==> src/rtl/uart_pkg.sv <==
// Shared definitions for the UART command responder: command/reply codes
// and the responder FSM state type.
package uart_pkg;

    // Host command bytes
    localparam logic [7:0] CMD_WRITE = 8'h57;
    localparam logic [7:0] CMD_READ  = 8'h52;

    // Reply bytes
    localparam logic [7:0] RSP_ACK = 8'h06;
    localparam logic [7:0] RSP_NAK = 8'h15;

    typedef enum logic [2:0] {
        ST_IDLE,
        ST_GET_ADDR,
        ST_GET_DATA,
        ST_TX_SEND,
        ST_TX_WAIT_BUSY,
        ST_TX_WAIT_DONE
    } uart_cmd_state_t;

    // True when the full 8-bit address selects an existing register
    function automatic logic addr_legal(input logic [7:0] addr, input int reg_num);
        return ({1'b0, addr} < 9'(reg_num));
    endfunction

endpackage

==> src/rtl/uart_cmd_regfile.sv <==
// REG_NUM x 8-bit register bank with one write port, one combinational
// read port and a flat view of all registers.
module uart_cmd_regfile #(
    parameter int REG_NUM = 16
) (
    input  logic                 clk,
    input  logic                 rst_n,
    input  logic                 we,
    input  logic [7:0]           waddr,
    input  logic [7:0]           wdata,
    input  logic [7:0]           raddr,
    output logic [7:0]           rdata,
    output logic [8*REG_NUM-1:0] regs
);

    logic [7:0] mem_q [REG_NUM];
    logic [7:0] mem_d [REG_NUM];

    // Next register contents: only the addressed entry changes on a write;
    // addresses beyond the bank match no entry and are ignored.
    always_comb begin
        for (int i = 0; i < REG_NUM; i++) begin
            mem_d[i] = mem_q[i];
            if (we && (waddr == 8'(i))) begin
                mem_d[i] = wdata;
            end
        end
    end

    // Register storage, cleared by reset
    always_ff @(posedge clk or negedge rst_n) begin
        if (!rst_n) begin
            for (int i = 0; i < REG_NUM; i++) begin
                mem_q[i] <= '0;
            end
        end else begin
            for (int i = 0; i < REG_NUM; i++) begin
                mem_q[i] <= mem_d[i];
            end
        end
    end

    // Combinational read; an unmapped address reads as zero
    always_comb begin
        rdata = '0;
        for (int i = 0; i < REG_NUM; i++) begin
            if (raddr == 8'(i)) begin
                rdata = mem_q[i];
            end
        end
    end

    for (genvar g = 0; g < REG_NUM; g++) begin : g_flat
        assign regs[8*g +: 8] = mem_q[g];
    end

endmodule

==> src/rtl/uart_cmd_responder.sv <==
// Byte-level command responder: decodes write (0x57,addr,data) and read
// (0x52,addr) commands from the UART receiver, executes them on a register
// bank and answers each executed command through the transmitter.
//
// Transmit handshake: tx_data_valid is a one-cycle request issued only while
// tx_busy=0. The transmitter accepts it by raising tx_busy and signals that
// the byte has left by lowering tx_busy again. tx_data is stable from the
// request until the reply completes.
module uart_cmd_responder
    import uart_pkg::*;
#(
    parameter int REG_NUM       = 16,
    parameter int TIMEOUT_TICKS = 20
) (
    input  logic                 clk,
    input  logic                 rst_n,
    input  logic                 rx_data_valid,
    input  logic [7:0]           rx_data,
    input  logic                 rx_error,
    input  logic                 sck_rising_edge,
    input  logic                 tx_busy,
    output logic                 tx_data_valid,
    output logic [7:0]           tx_data,
    output logic [8*REG_NUM-1:0] regs,
    output logic                 cmd_done,
    output logic                 frame_abort
);

    localparam int            TW      = $clog2(TIMEOUT_TICKS + 1);
    localparam logic [TW-1:0] TMO_MAX = TW'(TIMEOUT_TICKS);

    uart_cmd_state_t state_q, state_d;
    logic [7:0]      cmd_q, cmd_d;
    logic [7:0]      addr_q, addr_d;
    logic [TW-1:0]   tmo_q, tmo_d;
    logic [7:0]      tx_data_q, tx_data_d;
    logic            tx_valid_q, tx_valid_d;
    logic            done_q, done_d;
    logic            abort_q, abort_d;

    logic            rf_we;
    logic [7:0]      rf_rdata;
    logic            reply_load;
    logic [7:0]      reply_val;

    uart_cmd_regfile #(.REG_NUM(REG_NUM)) u_regfile (
        .clk   (clk),
        .rst_n (rst_n),
        .we    (rf_we),
        .waddr (addr_q),
        .wdata (rx_data),
        .raddr (rx_data),
        .rdata (rf_rdata),
        .regs  (regs)
    );

    // Command decode, timeout supervision and reply handshake
    always_comb begin
        state_d    = state_q;
        cmd_d      = cmd_q;
        addr_d     = addr_q;
        tmo_d      = tmo_q;
        tx_data_d  = tx_data_q;
        tx_valid_d = 1'b0;
        done_d     = 1'b0;
        abort_d    = 1'b0;
        rf_we      = 1'b0;
        reply_load = 1'b0;
        reply_val  = RSP_NAK;

        case (state_q)
            ST_IDLE: begin
                tmo_d = '0;
                if (rx_data_valid) begin
                    cmd_d = rx_data;
                    if ((rx_data == CMD_WRITE) || (rx_data == CMD_READ)) begin
                        state_d = ST_GET_ADDR;
                    end else begin
                        reply_load = 1'b1;
                        reply_val  = RSP_NAK;
                    end
                end
            end

            ST_GET_ADDR, ST_GET_DATA: begin
                if (sck_rising_edge && (tmo_q != TMO_MAX)) begin
                    tmo_d = tmo_q + 1'b1;
                end
                if (rx_error) begin
                    // A framing error discards any byte strobed with it
                    abort_d = 1'b1;
                    state_d = ST_IDLE;
                    tmo_d   = '0;
                end else if (rx_data_valid) begin
                    tmo_d = '0;
                    if (state_q == ST_GET_ADDR) begin
                        addr_d = rx_data;
                        if (cmd_q == CMD_WRITE) begin
                            state_d = ST_GET_DATA;
                        end else begin
                            reply_load = 1'b1;
                            reply_val  = addr_legal(rx_data, REG_NUM) ? rf_rdata : RSP_NAK;
                        end
                    end else begin
                        reply_load = 1'b1;
                        if (addr_legal(addr_q, REG_NUM)) begin
                            rf_we     = 1'b1;
                            reply_val = RSP_ACK;
                        end else begin
                            reply_val = RSP_NAK;
                        end
                    end
                end else if (tmo_q == TMO_MAX) begin
                    abort_d = 1'b1;
                    state_d = ST_IDLE;
                    tmo_d   = '0;
                end
            end

            ST_TX_SEND: begin
                if (!tx_busy) begin
                    tx_valid_d = 1'b1;
                    state_d    = ST_TX_WAIT_BUSY;
                end
            end

            ST_TX_WAIT_BUSY: begin
                if (tx_busy) begin
                    state_d = ST_TX_WAIT_DONE;
                end
            end

            ST_TX_WAIT_DONE: begin
                if (!tx_busy) begin
                    done_d  = 1'b1;
                    state_d = ST_IDLE;
                end
            end

            default: state_d = ST_IDLE;
        endcase

        // Entering TX_SEND with an idle transmitter issues the request on the
        // same edge, giving the one-cycle reply latency with a registered strobe.
        if (reply_load) begin
            tx_data_d = reply_val;
            if (!tx_busy) begin
                tx_valid_d = 1'b1;
                state_d    = ST_TX_WAIT_BUSY;
            end else begin
                state_d    = ST_TX_SEND;
            end
        end
    end

    // State, latches, timeout counter and registered outputs
    always_ff @(posedge clk or negedge rst_n) begin
        if (!rst_n) begin
            state_q    <= ST_IDLE;
            cmd_q      <= '0;
            addr_q     <= '0;
            tmo_q      <= '0;
            tx_data_q  <= '0;
            tx_valid_q <= 1'b0;
            done_q     <= 1'b0;
            abort_q    <= 1'b0;
        end else begin
            state_q    <= state_d;
            cmd_q      <= cmd_d;
            addr_q     <= addr_d;
            tmo_q      <= tmo_d;
            tx_data_q  <= tx_data_d;
            tx_valid_q <= tx_valid_d;
            done_q     <= done_d;
            abort_q    <= abort_d;
        end
    end

    assign tx_data_valid = tx_valid_q;
    assign tx_data       = tx_data_q;
    assign cmd_done      = done_q;
    assign frame_abort   = abort_q;

endmodule

==> config.mk <==
export PLATFORM = sky130hd
export DESIGN_NAME = uart_cmd_responder
export DESIGN_NICKNAME = d
export VERILOG_FILES = /design/src/rtl/uart_pkg.sv /design/src/rtl/uart_cmd_regfile.sv /design/src/rtl/uart_cmd_responder.sv
export SDC_FILE = /design/constraint.sdc
export NUM_CORES = 1
export LEC_CHECK = 0
export ABC_AREA = 1
export BUFFER_PORTS_ARGS = -buffer_cell sky130_fd_sc_hd__buf_2
export CORE_MARGIN = 2
export CORE_UTILIZATION = 50
export DETAILED_ROUTE_END_ITERATION = 8
export PLACE_DENSITY_LB_ADDON = 0.08
export SYNTH_ARGS = -nofsm -noshare
export SYNTH_HDL_FRONTEND = slang
export SYNTH_SLANG_ARGS = --single-unit
==> constraint.sdc <==
create_clock -name clk -period 2.9 [get_ports clk]
set_clock_uncertainty 0.1 [all_clocks]
set_input_delay 0.145 -clock clk [delete_from_list [all_inputs] [get_ports clk]]
set_output_delay 0.145 -clock clk [all_outputs]
set_load 0.005 [all_outputs]
==> results of run 1 <==
-- worst min path at each step --
| stage | end | cells past startpoint | startpoint |
|---|---|---|---|
| 2_1_floorplan | addr_q[0] | 0 | rst_n |
| 3_3_place_gp | tmo_q[0] | 1 | rst_n |
| 3_5_place_dp | u_regfile.regs[22] | 1 | rst_n |
| 4_1_cts | tmo_q[4] | 4 | sck_rising_edge |
| 5_1_grt | tmo_q[4] | 4 | sck_rising_edge |
| 6_report | tmo_q[4] | 4 | sck_rising_edge |
-- repair_timing --
action,in CTS,in global routing
hold buffers,6,0
setup buffers,0,0
endpoints found under the hold margin,63,0
-- cell type report --
class                   count  share of cell area
clock inverters            12              0.0169
flip-flops and latches    163               0.444
multi-input cells         659               0.330
inverters                  76              0.0311
clock buffers              20              0.0508
repair buffers            171               0.102
well taps                 184              0.0251
-- metrics by stage --
step / hold WS (ns) / setup WS, ns
2_1_floorplan: -0.251 / 0.997
3_3_place_gp: 0.0555 / 0.368
3_5_place_dp: 0.0515 / 0.361
4_1_cts: 0.0884 / 0.355
5_1_grt: 0.119 / 0.154
6_report: 0.0909 / 0.312
-- layer usage --
layer,GRT usage,up-vias
li1,-,3348
met1,0.436,3268
met2,0.429,255
met3,0.0578,28
met4,0.0692,0
met5,0,-
-- sequential cells by signal (all words and copies together), names as in the netlist --
register	count
addr_q	8
cmd_done	1
cmd_q	8
frame_abort	1
state_q	3
tmo_q	5
tx_data	8
tx_data_valid	1
u_regfile.regs	128
-- kinds of logic (layout without fill, tap and decap cells) --
logic type | count (synthesis) | count (layout)
AND/OR/NAND/NOR | 478 | 478
AO/OA/AOI/OAI | 179 | 179
flip-flops | 163 | 163
buffers and inverters | 108 | 279
adder cells (fa/ha/maj) | 2 | 2
-- power by group --
part	switching, mW	total [mW]	leakage [nW]	internal, mW
clock network	0.925	2.35	0.302	1.42
registers	0.394	3.08	2.22	2.69
logic	0.825	1.34	2.12	0.514
total	2.14	6.77	4.64	4.62
-- cell usage in the layout (no fill, tap or decap), types with 4 or more instances in the layout --
master,Yosys,routed
dlygate4sd3_1,0,6
nand3_1,29,29
o21ai_2,10,10
nand4_1,19,19
clkbuf_16,0,17
clkinv_4,0,4
a21oi_1,21,21
o21ai_1,11,11
o21ai_0,134,134
nand2_1,284,284
nor2_2,4,4
nand2_2,12,12
buf_2,12,151
inv_1,68,68
nor2_1,83,83
dfrtp_1,163,163
inv_2,8,8
buf_4,2,12
nor3_1,28,28
-- worst max-delay path: stages --
cell and delay [ns]:
dlygate4sd3_1 0.52, buf_2 0.20, inv_2 0.20, nand2_1 0.18
nor2_1 0.10, nand2_1 0.10, inv_2 0.06, nand2_1 0.06
nand3_1 0.07, nor2_1 0.15, nand3_1 0.09, a21oi_1 0.18
nand3_1 0.12, nand2_1 0.09, nand3_1 0.09, nor2_1 0.19
nand3_1 0.12, nand2_1 0.09, nand2_1 0.05
==> out/qor.yml, run 1 <==
outcome:
  status: "finished, final reports clean"
cells_and_area:
  stdcell_count: 1285
  drive_gt1_frac: 0.219
  regArea_sq_um: 4080
  insertedDiodeCount: 0
  fill_cells: 1327
  area_delta_synth_final_pct: 21.4
  multiInputGateArea_sq_um: 3030
  nets: 1104
  fin_area_sq_um: 9190
  final_util: 0.627
synthesis:
  synth_top_family_by_area: "simple AND/OR/NAND/NOR gates"
  synth_edf_count: 0
  syn_area_sq_um: 7570
  syn_avg_cell_area_sq_um: 8.14
  ys_seq_elements: 163
  syn-num-nets: 946
  ys.warnings.count: 0
  synth_cells: 930
  synth_xor_area_frac: 0
  synthMuxAreaShare: 0
  synth_most_common_cell: "nand2_1"
  yosys-top-cells-count: "nand2_1, dfrtp_1, o21ai_0"
  synthAdderAreaFrac: 0.00331
  yosysTopAreaCell: "dfrtp_1"
  async_reset_ff_frac: 1.00
  synthSimpleGateAreaFrac: 0.273
  yosysSeqAreaShare: 0.539
  synth-main-ff-cell: "dfrtp_1"
  synth_top_area_frac: 0.539
  synth.area.top_cells: "dfrtp_1, nand2_1, o21ai_0, nor2_1, inv_1"
  synth_cell_type_count: 30
  synth-compound-area-share: 0.124
floorplanning:
  die-width_um: 127
  initial_utilization: 0.517
  die_area_sq_um: 16100
  fp.coreArea_sq_um: 14600
  die_h_um: 127
  io_pins: 153
  rows: 44
drt:
  drtIter0Drc: 624
  routed_wl_um: 22500
  topRoutingLayerUsed: "met4"
  wl_met2_um: 10100
  wl_per_cell_um: 17.5
  final_antenna_net_count: 0
  vias: 6899
  drc: 0
  m1WireLength_um: 10700
  via_per_inst: 5.37
  dr.pass1.iters: 5
  wl_met3_um: 1390
clocking:
  cts_root_buf: "clkbuf_16"
  clk_path_buf_depth: 2
  numCtsBuffers: 17
  clock_latency_ns: 0.43
  cts_tree: "built"
  cts.clk_slew.worst_paths_ns: 0.06
  cts-resized-gates: 0
  htreeDepth: 4
  clkSinkCount: 163
place:
  dpl_cell_area_sq_um: 8500
  dp_cells: 1247
  io_buffer_count: 152
  hpwl_um: 15800
  gp_congestion: 0.901
global_route:
  gr-total-overflow: 0
  grt_use_total: 0.287
  grt_start_max_net_pins: 59
  antenna_found_initial: 0
  grt_pass1_wl_um: 35500
  grt_pass1_vias: 6405
sta:
  final_max_slew_viol_count: 0
  worst_slew_pin_slew_ns: 0.891
  finalSetupViolations: 0
  period_share: 0.892
  rsz0062_at_grt: "false"
  fmax_mhz: 386
  relSlewSlack: 0.405
  fin_crit_ns: 2.59
  hold_violations: 0
  setup_tns_ns: 0
setup_path:
  critPathRequiredTime_ns: 3.13
  timing.rr.start: "addr_q[7]"
  r2r-end: "u_regfile.regs[117]"
  startpoint_type: "input pin"
  crit_type: "input pin to flop"
  critPathArrivalTime_ns: 2.82
  cp_max_fo: 17
  crit_path_end: "tx_data[5]"
  r2r_cells: 8
  startpoint: "rx_data[2]"
  endpoint_kind: "flop"
  regToRegSetupSlack_ns: 0.63
hold_path:
  hold_path_class: "input pin to flop"
pwr:
  vdd_drop_max_v: 0.000440
  totalPowerFinal_mw: 6.77
  leakage_nw: 4.64
  power_per_cell_area_nw_per_um2: 737
run:
  drv_cap: 0
(Power assumes the default switching activity.)
==> run 2, diff against run 1 <==
--- a/config.mk
+++ b/config.mk
@@ -13,4 +13,5 @@
 export PLACE_DENSITY_LB_ADDON = 0.08
 export SYNTH_ARGS = -nofsm -noshare
 export SYNTH_HDL_FRONTEND = slang
+export SYNTH_HIERARCHICAL = 1
 export SYNTH_SLANG_ARGS = --single-unit
==> out/qor.yml, run 2 <==
drt:
  dr.pass1.iters: 7  # +2
  drtIter0Drc: 726  # +16%
  via_per_inst: 5.43  # +1.1%
  vias: 7131  # +3.4%
  final_antenna_net_count: 0  # unchanged
  wl_per_cell_um: 17.5  # -0.16%
  routed_wl_um: 23000  # +2.1%
  drc: 0  # unchanged
sta:
  relSlewSlack: 0.443  # +0.0376
  worst_slew_pin_slew_ns: 0.835  # -0.0563 ns
  finalSetupViolations: 0  # unchanged
  period_share: 0.905  # +0.0125
  hold_violations: 0  # unchanged
  rsz0062_at_grt: "false"
  final_max_slew_viol_count: 0  # unchanged
  setup_tns_ns: 0  # unchanged
  fin_crit_ns: 2.62  # +0.0363 ns
  fmax_mhz: 381  # -1.4%
cells_and_area:
  drive_gt1_frac: 0.216  # -0.00308
  layout_commonest_cell: "nand2_1"
  area_delta_synth_final_pct: 21.7
  insertedDiodeCount: 0  # unchanged
  final_util: 0.619  # -0.00790
  nets: 1129  # +2.3%
  largest_register_ff_count: 128  # unchanged
  stdcell_count: 1314  # +2.3%
  layout_common_cells: "nand2_1, dfrtp_1, buf_2"
synthesis:
  synthSimpleGateAreaFrac: 0.298  # +0.0249
  synth_cells: 951  # +2.3%
  ys.warnings.count: 6  # +6
  ys_seq_elements: 163  # unchanged
  syn-num-nets: 967  # +2.2%
  yosys-top-cells-count: "nand2_1, dfrtp_1, o21ai_0"
  synth-main-ff-cell: "dfrtp_1"
  synth_edf_count: 0  # unchanged
  yosysTopAreaCell: "dfrtp_1"
  yosysSeqAreaShare: 0.531  # -0.00755
  synthAdderAreaFrac: 0.00326  # -0.0000463
  syn_avg_cell_area_sq_um: 8.07  # -0.82%
  syn_area_sq_um: 7680  # +1.4%
  synth_cell_type_count: 35  # +17%
  synthMuxAreaShare: 0.00293  # +0.00293
  synth_top_area_frac: 0.531  # -0.00755
  synth-compound-area-share: 0.105  # -0.0198
  synth_top_family_by_area: "simple AND/OR/NAND/NOR gates"
  synth.area.top_cells: "dfrtp_1, nand2_1, o21ai_0, inv_1, nor2_1"
  synth_most_common_cell: "nand2_1"
  synth_xor_area_frac: 0  # unchanged
  async_reset_ff_frac: 1.00  # unchanged
floorplanning:
  die-width_um: 128  # +0.69%
  io_pins: 153  # unchanged
  rows: 45  # +2.3%
  fp.coreArea_sq_um: 15100  # +3.0%
  die_area_sq_um: 16400  # +1.4%
  die_h_um: 128  # +0.69%
  initial_utilization: 0.509  # -0.00813
pwr:
  leakage_nw: 4.74  # +2.0%
  power_per_cell_area_nw_per_um2: 694  # -5.8%
  vdd_drop_max_v: 0.000462  # +4.8%
hold_path:
  holdPathEnd: "addr_q[1]"
  hp-start: "rx_data[1]"
  hold_depth: 3  # -1
  hold_path_class: "input pin to flop"
run:
  drv_cap: 0  # unchanged
clocking:
  clock_latency_ns: 0.43  # about the same
  clkSinkCount: 163  # unchanged
  htreeDepth: 4  # unchanged
  cts_root_buf: "clkbuf_16"
  cts_tree: "built"
  numCtsBuffers: 17  # unchanged
  clk_path_buf_depth: 2  # unchanged
  cts.clk_slew.worst_paths_ns: 0.07  # about the same
setup_path:
  r2r_cells: 10  # +2
  endpoint_kind: "flop"
  cp_max_fo: 17  # unchanged
  crit_chain: "dlygate4sd3_1 -> buf_2 -> nor2_1 -> nand2_4 -> inv_2 -> buf_4 -> nand3_1 -> nand4_1 -> nor2_1 -> nand4_1 -> nand2_1 -> nand4_1 -> nor2_1 -> nand4_1 -> o21ai_0 -> nand2_1 -> nand2_1 -> inv_1"
  r2r-end: "u_regfile/regs[71]"
  critPathMaxStageDelay_ns: 0.53  # about the same
  crit_top_cell: "nand4_1"
  crit_type: "input pin to flop"
  timing.rr.start: "state_q[2]"
  startpoint_type: "input pin"
  critPathRequiredTime_ns: 3.13  # about the same
  critPathArrivalTime_ns: 2.86  # +0.04 ns
  regToRegSetupSlack_ns: 0.36  # -0.27 ns
  cpMaxStageDelayCell: "dlygate4sd3_1"
outcome:
  status: "finished, final reports clean"
global_route:
  gr-total-overflow: 0  # unchanged
  grt_use_total: 0.292  # +0.00447
  grt_start_max_net_pins: 70  # +19%
  antenna_found_initial: 0  # unchanged
  grt_pass1_wl_um: 36200  # +1.7%
  grt_pass1_vias: 6659  # +4.0%
place:
  io_buffer_count: 152  # unchanged
  gp_congestion: 0.958  # +6.4%
  hpwl_um: 16300  # +3.3%
  dp_cells: 1272  # +2.0%
## run 2: cell count changes after synthesis, moves of 6 or more
cell | previous run | this run
o21ai_1 | 11 | 32
o21ai_2 | 10 | 0
a21oi_1 | 21 | 2
nand3_1 | 29 | 43
nor3_1 | 28 | 5
nor2_4 | 2 | 8
nand2_1 | 284 | 318
nand4_1 | 19 | 35
o21ai_0 | 134 | 119
inv_1 | 68 | 77
nor2_1 | 83 | 64
## run 2: layer usage
layer  wire, um  vias to the layer above  global-route usage
met2      10300                      272               0.438
met5          0                        -                   0
li1           -                     3416                   -
met1      10700                     3419               0.430
met3       1710                       24              0.0626
met4        297                        0              0.0834
## run 2: power by group
part           total [mW]  switching, mW  leakage (nW)  internal [mW]
logic                1.21          0.761          2.22          0.448
clock network        2.36          0.975         0.290           1.39
registers            2.91          0.315          2.23           2.60
total                6.49           2.05          4.74           4.43
## run 2: worst max path at each step
stage                     startpoint            endpoint  slack, ns  cells past startpoint
after floorplan           state_q[2]  u_regfile/regs[86]       0.67                     11
after global placement    rx_data[7]          tx_data[4]       0.30                     17
after detailed placement  rx_data[7]          tx_data[4]       0.29                     17
after CTS                 rx_data[7]          tx_data[4]       0.20                     18
after global routing      rx_data[7]          tx_data[0]       0.01                     18
final                     rx_data[7]          tx_data[4]       0.28                     18
## run 2: layout make-up
type	instances	area (sq um)
Clock buffer	18	439
Clock inverter	14	178
Fill cell	1439	5740
Inverter	87	327
Multi-Input combinational cell	673	3140
Sequential cell	163	4080
Tap cell	188	235
Timing Repair Buffer	171	947
## run 2: critical path: cells and delay by family
family | cells | cell delay, ns
and+or+nand+nor | 12 | 1.43
AOI/OAI and AO/OA | 1 | 0.18
buffers and inverters | 5 | 1.09
## run 2: logic make-up (layout without fill, tap and decap cells)
kind of cell,after synthesis,count (layout)
AND/OR/NAND/NOR,511,511
flip-flops,163,163
AO/OA/AOI/OAI,158,158
buffers and inverters,115,290
adder cells (fa/ha/maj),2,2
multiplexers,2,2
## run 2: what timing repair did
item	CTS	global route
endpoints found under the hold margin	82	0
setup buffers	0	0
hold buffers	10	0
gates resized for setup	0	1
setup endpoints to repair	0	2
## run 2: per-stage QoR
| step | hold WS (ns) | setup WS, ns | area [sq um] | power [mW] |
|---|---|---|---|---|
| after floorplan | -0.251 | 0.672 | 7680 | 3.61 |
| final | 0.0258 | 0.275 | 9350 | 6.49 |
| after detailed placement | 0.0960 | 0.289 | 8620 | 4.14 |
| after global routing | 0.0459 | 0.0139 | 9350 | 6.82 |
| after CTS | 0.0144 | 0.199 | 9340 | 6.52 |
| after global placement | 0.0957 | 0.302 | 8620 | 4.12 |
==> run 3, diff against run 2 <==
--- a/config.mk
+++ b/config.mk
@@ -7,6 +7,7 @@
 export LEC_CHECK = 0
 export ABC_AREA = 1
 export BUFFER_PORTS_ARGS = -buffer_cell sky130_fd_sc_hd__buf_2
+export CORE_ASPECT_RATIO = 1.1
 export CORE_MARGIN = 2
 export CORE_UTILIZATION = 50
 export DETAILED_ROUTE_END_ITERATION = 8
@@ -15,3 +16,4 @@
 export SYNTH_HDL_FRONTEND = slang
 export SYNTH_HIERARCHICAL = 1
 export SYNTH_SLANG_ARGS = --single-unit
+export TNS_END_PERCENT = 100
==> out/qor.yml, run 3 (synthesized netlist as in run 2, its figures left out) <==
outcome:
  status: "finished, final reports clean"
sta:
  final_max_slew_viol_count: 0  # unchanged
  relSlewSlack: 0.376  # -0.0665
  period_share: 0.924  # +0.0191
  rsz0062_at_grt: "false"
  fin_crit_ns: 2.68  # +0.0553 ns
  finalSetupViolations: 0  # unchanged
  setup_tns_ns: 0  # unchanged
  worst_slew_pin_slew_ns: 0.935  # +0.0996 ns
  hold_violations: 0  # unchanged
  fmax_mhz: 373  # -2.1%
clocking:
  cts_tree: "built"
  numCtsBuffers: 17  # unchanged
  clkSinkCount: 163  # unchanged
  clk_path_buf_depth: 2  # unchanged
  clock_latency_ns: 0.42  # about the same
  cts.clk_slew.worst_paths_ns: 0.06  # about the same
  htreeDepth: 4  # unchanged
  cts_root_buf: "clkbuf_16"
  cts-resized-gates: 0  # unchanged
pwr:
  vdd_drop_max_v: 0.000379  # -18%
  totalPowerFinal_mw: 6.46  # -0.35%
  power_per_cell_area_nw_per_um2: 692  # -0.28%
  leakage_nw: 4.73  # -0.14%
place:
  hpwl_um: 16600  # +1.5%
  io_buffer_count: 152  # unchanged
  gp_congestion: 0.920  # -4.0%
  dpl_cell_area_sq_um: 8630  # about the same
  dp_cells: 1281  # +0.71%
global_route:
  use_met1: 0.442  # +0.0113
  grt_start_max_net_pins: 71  # +1.4%
  met2_usage: 0.424  # -0.0139
  grt_use_met3: 0.0527  # -0.00988
  busiest_layer: "met1"
  grt_use_total: 0.289  # -0.00250
  gr-total-overflow: 0  # unchanged
  grt_pass1_vias: 6415  # -3.7%
  antenna_found_initial: 0  # unchanged
  grt_pass1_wl_um: 35800  # -0.86%
floorplanning:
  io_pins: 153  # unchanged
  die-width_um: 122  # -4.5%
  initial_utilization: 0.510  # +0.00118
  die_area_sq_um: 16400  # about the same
  die_h_um: 134  # +4.7%
  fp.coreArea_sq_um: 15100  # -0.23%
  rows: 47  # +4.4%
hold_path:
  hp-start: "rx_data[1]"
  hold_path_class: "input pin to flop"
setup_path:
  startpoint_type: "input pin"
  endpoint_kind: "flop"
  cp_max_fo: 25  # +8
  startpoint: "rx_data[7]"
  timing.rr.start: "state_q[2]"
  crit_type: "input pin to flop"
  critPathArrivalTime_ns: 2.90  # +0.04 ns
  critPathRequiredTime_ns: 3.12  # about the same
drt:
  vias: 7182  # +0.72%
  routed_wl_um: 23300  # +1.6%
  drc: 0  # unchanged
  via_per_inst: 5.43  # +0.11%
  wl_per_cell_um: 17.6  # +0.99%
  drtIter0Drc: 785  # +8.1%
  final_antenna_net_count: 0  # unchanged
  dr.pass1.iters: 5  # -2
cells_and_area:
  stdcell_count: 1322  # +0.61%
  layout_common_cells: "nand2_1, dfrtp_1, buf_2"
  area_delta_synth_final_pct: 21.7  # about the same
  nets: 1129  # unchanged
  multiInputGateArea_sq_um: 3140  # -0.16%
  layout_commonest_cell: "nand2_1"
  drive_gt1_frac: 0.217  # +0.000888
  largest_register_ff_count: 128  # unchanged
  fin_area_sq_um: 9340  # about the same
  final_util: 0.620  # +0.00103
  insertedDiodeCount: 0  # unchanged
  fill_cells: 1417  # -1.5%
  regArea_sq_um: 4080  # unchanged
run:
  drv_cap: 0  # unchanged
-- run 3: worst max-delay path: stages --
cell and delay (ns):
dlygate4sd3_1 0.52, buf_2 0.14, nor2_1 0.06, nand2_2 0.25, inv_2 0.06, buf_4 0.22
nand3_1 0.11, nand4_1 0.16, nor2_1 0.18, nand4_1 0.14, nand2_1 0.16, nand4_1 0.12
nor2_1 0.12, nand4_1 0.14, o21ai_0 0.20, nand2_1 0.07, nand2_1 0.06, inv_1 0.04
-- run 3: area by class of cell --
type | count | area share
well taps | 196 | 0.0263
clock inverters | 12 | 0.0165
flip-flops and latches | 163 | 0.437
inverters | 87 | 0.0350
clock buffers | 20 | 0.0500
multi-input cells | 673 | 0.336
repair buffers | 171 | 0.0998
-- run 3: timing repair --
action	4_1_cts	5_1_grt
setup buffers	0	0
hold endpoints to repair	81	0
setup endpoints to repair	0	0
hold buffers	9	0
-- run 3: worst paths after layout --
path | depth (start not counted) | to | slack, ns
worst max-delay path | 18 | tx_data[4] | 0.22
min in group asynchronous | 2 | u_regfile/regs[45] | 0.18
worst min register to register | 2 | tx_data[7] | 0.38
worst max register to register | 10 | u_regfile/regs[64] | 0.33
worst min-delay path | 3 | addr_q[1] | 0.04
max in group asynchronous | 3 | cmd_q[0] | 1.65
-- run 3: per-layer routing --
metal | wire [um] | vias to the layer above
met1 | 10600 | 3454
met3 | 1840 | 28
li1 | - | 3406
met2 | 10500 | 294
met5 | 0 | -
met4 | 357 | 0
-- run 3: power by group --
| part | internal [mW] | total, mW | switching (mW) |
|---|---|---|---|
| registers | 2.60 | 2.91 | 0.308 |
| logic | 0.442 | 1.22 | 0.777 |
| clock network | 1.42 | 2.34 | 0.913 |
-- run 3: through the flow --
step / setup slack (ns) / hold WS [ns]
floorplan: 0.672 / -0.251
global placement: 0.432 / 0.0914
detailed placement: 0.407 / 0.0887
CTS: 0.305 / 0.0231
global route: 0.0597 / 0.0377
finish: 0.220 / 0.0385
